$ cat src/rtl/uart_tx_feeder.sv
// Byte FIFO feeding the UART TX port: packs 1 or 2 bytes (DATA_BITS=16) per TX_DATA word, one TX_DATA_VAL strobe each.
// Latency: byte accepted at edge E0 strobes after E2 (8-bit); IN_RDY drops when full, issue waits for TX_BUSY low.
// Optional UART_TX_FEEDER_LEVEL_EN adds FIFO_LEVEL / FIFO_HALF outputs.
module uart_tx_feeder #(
  parameter int DEPTH      = 64,
  parameter int BUSY_GUARD = 4
) (
  input  logic                    CLK,
  input  logic                    RSTN,
  input  logic [7:0]              DATA_BITS,
  input  logic                    FLUSH,
  input  logic [7:0]              IN_DATA,
  input  logic                    IN_VAL,
  output logic                    IN_RDY,
  output logic [15:0]             TX_DATA,
  output logic                    TX_DATA_VAL,
  input  logic                    TX_BUSY,
  output logic                    FIFO_EMPTY
`ifdef UART_TX_FEEDER_LEVEL_EN
  ,
  output logic [$clog2(DEPTH):0]  FIFO_LEVEL,
  output logic                    FIFO_HALF
`endif
);

  localparam int AW = $clog2(DEPTH);
  localparam int GW = (BUSY_GUARD > 1) ? $clog2(BUSY_GUARD) : 1;
  localparam logic [AW:0]   FULL = (AW+1)'(DEPTH);
  localparam logic [AW:0]   ONE  = (AW+1)'(1);
  localparam logic [AW:0]   TWO  = (AW+1)'(2);
  localparam logic [AW-1:0] PONE = AW'(1);

  typedef enum logic [2:0] {IDLE, LOAD_LO, LOAD_HI, ISSUE, GUARD, WAIT_IDLE} state_t;

  state_t        state;
  logic [7:0]    mem [DEPTH];
  logic [AW-1:0] wr_ptr, rd_ptr;
  logic [AW:0]   count, count_nxt, need_now;
  logic          in_rdy_q, wide_q, wide_now, wr_en, pop;
  logic [7:0]    lo_mask, mask_now;
  logic [GW-1:0] guard_cnt;

  // A write coinciding with FLUSH is dropped; a flushed LOAD state pops nothing.
  assign wr_en    = IN_VAL & in_rdy_q & ~FLUSH;
  assign pop      = ((state == LOAD_LO) || (state == LOAD_HI)) & ~FLUSH;
  assign wide_now = (DATA_BITS == 8'd16);
  assign need_now = wide_now ? TWO : ONE;

  always_comb begin
    case (DATA_BITS)
      8'd5:    mask_now = 8'h1F;
      8'd6:    mask_now = 8'h3F;
      8'd7:    mask_now = 8'h7F;
      default: mask_now = 8'hFF;
    endcase
  end

  always_comb begin
    count_nxt = count;
    if (FLUSH)
      count_nxt = '0;
    else if (wr_en && !pop)
      count_nxt = count + ONE;
    else if (!wr_en && pop)
      count_nxt = count - ONE;
  end

  always_ff @(posedge CLK or negedge RSTN) begin
    if (!RSTN) begin
      wr_ptr   <= '0;
      rd_ptr   <= '0;
      count    <= '0;
      in_rdy_q <= 1'b1;
    end else begin
      if (FLUSH) begin
        wr_ptr <= '0;
        rd_ptr <= '0;
      end else begin
        if (wr_en) wr_ptr <= wr_ptr + PONE;
        if (pop)   rd_ptr <= rd_ptr + PONE;
      end
      count    <= count_nxt;
      in_rdy_q <= (count_nxt != FULL);
    end
  end

  always_ff @(posedge CLK) begin
    if (wr_en) mem[wr_ptr] <= IN_DATA;
  end

  assign IN_RDY     = in_rdy_q;
  assign FIFO_EMPTY = (count == '0);

`ifdef UART_TX_FEEDER_LEVEL_EN
  localparam logic [AW:0] HALF = (AW+1)'(DEPTH / 2);
  assign FIFO_LEVEL = count;
  assign FIFO_HALF  = (count >= HALF);
`endif

  always_ff @(posedge CLK or negedge RSTN) begin
    if (!RSTN) begin
      state       <= IDLE;
      TX_DATA     <= 16'h0000;
      TX_DATA_VAL <= 1'b0;
      wide_q      <= 1'b0;
      lo_mask     <= 8'hFF;
      guard_cnt   <= '0;
    end else begin
      TX_DATA_VAL <= 1'b0;
      case (state)
        IDLE: begin
          if (!TX_BUSY && (count >= need_now) && !FLUSH) begin
            wide_q  <= wide_now;
            lo_mask <= mask_now;
            state   <= LOAD_LO;
          end
        end
        LOAD_LO: begin
          if (FLUSH) begin
            state <= IDLE;
          end else begin
            TX_DATA <= {8'h00, mem[rd_ptr] & lo_mask};
            if (wide_q) begin
              state <= LOAD_HI;
            end else begin
              state       <= ISSUE;
              TX_DATA_VAL <= 1'b1;
            end
          end
        end
        LOAD_HI: begin
          if (FLUSH) begin
            state <= IDLE;
          end else begin
            TX_DATA[15:8] <= mem[rd_ptr];
            state         <= ISSUE;
            TX_DATA_VAL   <= 1'b1;
          end
        end
        ISSUE: begin
          guard_cnt <= GW'(BUSY_GUARD - 1);
          state     <= GUARD;
        end
        // ISSUE plus the GUARD cycles together span BUSY_GUARD cycles of ignored TX_BUSY.
        GUARD: begin
          if (guard_cnt <= GW'(1))
            state <= WAIT_IDLE;
          else
            guard_cnt <= guard_cnt - GW'(1);
        end
        WAIT_IDLE: begin
          if (!TX_BUSY) state <= IDLE;
        end
        default: state <= IDLE;
      endcase
    end
  end

endmodule

$ cat config.mk
export PLATFORM = sky130hd
export DESIGN_NAME = uart_tx_feeder
export DESIGN_NICKNAME = d
export VERILOG_FILES = /design/src/rtl/uart_tx_feeder.sv
export SDC_FILE = /design/constraint.sdc
export NUM_CORES = 1
export LEC_CHECK = 0
export ABC_CLOCK_PERIOD_IN_PS = 2600
export BUFFER_PORTS_ARGS = -buffer_cell sky130_fd_sc_hd__buf_2
export CAP_MARGIN = 20
export CORE_MARGIN = 1.5
export CORE_UTILIZATION = 55
export DETAILED_ROUTE_END_ITERATION = 10
export PLACE_DENSITY = 0.76
export REMOVE_ABC_BUFFERS = 1
export SYNTH_ARGS = -nofsm -noshare
export SYNTH_HDL_FRONTEND = slang
export SYNTH_SLANG_ARGS = --single-unit
$ cat constraint.sdc
create_clock -name CLK -period 2.6 [get_ports CLK]
set_clock_uncertainty 0.1 [all_clocks]
set_input_delay 0.39 -clock CLK [delete_from_list [all_inputs] [get_ports CLK]]
set_output_delay 0.39 -clock CLK [all_outputs]
set_load 0.01 [all_outputs]
==> results.yml <==
status:
  status: "finished clean"
layout:
  nets: 1393
  drive_above_1_share_pct: 26.3
  syn_to_final_growth_pct: 15.4
  n_antenna_cell: 0
floorplanning:
  pin_count: 40
  die_y_um: 204
  coreArea_um2: 39900
  fp.dieW_um: 204
  num_rows: 73
  initial_core_util_pct: 55.9
  fp.dieArea_um2: 41800
drt:
  drc: 0
  via_per_inst: 6.29
  drt_iter0_drc: 1344
  wl_met3_um: 5140
  routed_wl_um: 51100
  ant_nets: 0
  wl_met2_um: 24100
  via_count: 12100
  wl_per_cell_um: 26.4
  dr.pass1.iters: 5
  met1Wirelength_um: 20200
  top_layer_used: "met4"
hold_path:
  hold_class: "input pin to flip-flop"
  min_from: "DATA_BITS[6]"
yosys:
  synth_area_leaders: "edfxtp_1, mux4_2, dfrtp_1"
  synth_top_flop_cell: "edfxtp_1"
  synth_top_area_share_pct: 68.9
  synthCells: 1195
  synth.most_common_cell: "edfxtp_1"
  yosysTopAreaCell: "edfxtp_1"
  syn_avg_cell_area_um2: 18.7
  netlist_area_um2: 22300
  ys_warn_count: 0
  seq_area_frac_synth_pct: 74.1
  synth_edf_count: 512
  ys_ff_latch: 558
  synth_common_cells: "edfxtp_1, nor2_1, mux4_2, mux2i_1, dfrtp_1"
  synth_cell_type_count: 61
  async_reset_ff_share_pct: 8.24
global_routing:
  grt_pass1_wl_um: 75900
  grt_max_degree: 65
  grt_usage_pct: 25.0
  grt_antenna_before_repair: 0
  grt_pass1_vias: 12200
  grt.overflow.total: 0
critical_path:
  endpoint_kind: "flip-flop"
  r2r-start: "IN_RDY"
  path_max_fanout: 6
  critical_path_arrival_ns: 2.72
  cp-start-kind: "flip-flop"
  crit_path_start: "IN_RDY"
  path_class: "flip-flop to flip-flop"
  required_ns: 2.80
placement:
  place_congestion: 0.870
  port_buffers: 39
  dp_hpwl_um: 31700
timing:
  period_share_pct: 96.8
  setup_viol: 0
  clock.fmax_mhz: 398
  hold_viol: 0
  worstMarginPinSlew_ns: 0.997
  min_period_ns: 2.52
  drv_slew: 0
  tns_ns: 0
  relSlewSlack_pct: 33.5
clocking:
  cts_tree: "built"
  root_buffer: "clkbuf_16"
  cts_setup_buffers: 0
  htreeDepth: 2
  cts.sinks: 558
  cts_buffers: 53
  clk_path_buf_depth: 3
  clk_latency_ns: 0.60
  cts.reportedPaths.clkPinSlew_ns: 0.06
pwr:
  powerDensity_nw_per_um2: 878
  p_leak_nw: 8.60
  total_power_mw: 22.6
  ir_drop_mv: 0.623
flow_run:
  cap_violations: 0
## final cells by class
type	count	area, µm²
sequential	558	16500
fill	2561	14200
inverter	13	48.8
multi-input combinational	553	5310
tap	525	657
clock inverter	26	280
timing repair buffer	185	1460
clock buffer	72	1440
## state kept, by name, indices dropped and copies added (netlist names)
name	flops
state	3
guard_cnt	2
lo_mask	3
mem	512
wr_ptr	6
rd_ptr	6
TX_DATA_VAL	1
TX_DATA	16
wide_q	1
IN_RDY	1
count	7
## layer usage
metal / global-route usage, % / vias up
li1: - / 5177
met1: 35.4 / 6175
met2: 38.5 / 674
met3: 5.68 / 118
met4: 9.32 / 0
met5: 0 / -
## repair_timing
action / in CTS / in global routing
setup endpoints to repair: 0 / 12
hold buffers: 4 / 0
resized for setup: 0 / 12
hold endpoints to repair: 23 / 0
## final timing paths
kind	endpoint	slack, ns	cells after the start
setup / recovery	mem[0][2]	0.08	6
hold / removal	wide_q	0.05	4
setup reg to reg	mem[0][2]	0.08	6
hold reg to reg	lo_mask[6]	0.42	2
max in group asynchronous	lo_mask[7]	1.56	3
min in group asynchronous	TX_DATA[3]	0.19	2
## worst max-delay path: stages (launching register included)
cell and delay (ns):
dfstp_2 0.58, nand2_1 0.09, nor3_1 0.21, buf_4 0.19, nand2_1 0.37, nor2_1 0.47
buf_4 0.23
## stage by stage
stage	worst slack, ns	utilization, %	area [µm²]	instances	hold WS [ns]
after floorplan	-4.83	-	21800	1124	-0.00559
after global placement	0.0747	59.8	23900	1829	0.268
after detailed placement	0.0805	59.8	23900	1829	0.276
after CTS	0.0476	64.2	25600	1931	0.0343
after global routing	-0.0146	64.5	25700	1932	0.0684
final	0.0844	64.5	25700	1932	0.0523
## power breakdown
part           switching, mW  internal (mW)  leakage, nW
clock network           3.20           4.46        0.837
logic                   2.52           2.08         2.58
registers              0.271           10.1         5.19
total                   6.00           16.6         8.60
## cells in the final DEF (no fill, tap or decap), types with 5 or more instances in the layout
cell type and instances:
xnor2_1 9, buf_4 130, buf_2 39, a22oi_1 32, clkbuf_1 16, a211oi_1 13, o22ai_1 19, nor3_1 10
nand2b_1 8, bufinv_16 6, mux2i_1 66, a22o_1 11, a21oi_1 27, edfxtp_1 512, nand3_1 10, clkinv_2 6
buf_12 9, o221ai_1 21, xor2_1 9, nor2_1 93, nand2_1 39, inv_1 12, and2_1 5, o21ai_0 9
mux4_1 9, mux4_2 87, dfrtp_1 40, ha_1 8, mux2_2 7, clkbuf_16 55, clkinv_1 13
## kinds of logic (layout without fill, tap and decap cells)
kind of cell             after synthesis  after routing  share of synthesized area [%]
AO/OA/AOI/OAI                        159            159                           5.12
XOR/XNOR                              18             18                          0.707
adder cells (fa/ha/maj)                8              8                          0.449
buffers and inverters                 84            296                           2.34
flip-flops                           558            558                           74.1
multiplexers                         169            169                           13.2
AND/OR/NAND/NOR                      199            199                           4.11
(Power assumes the default switching activity.)
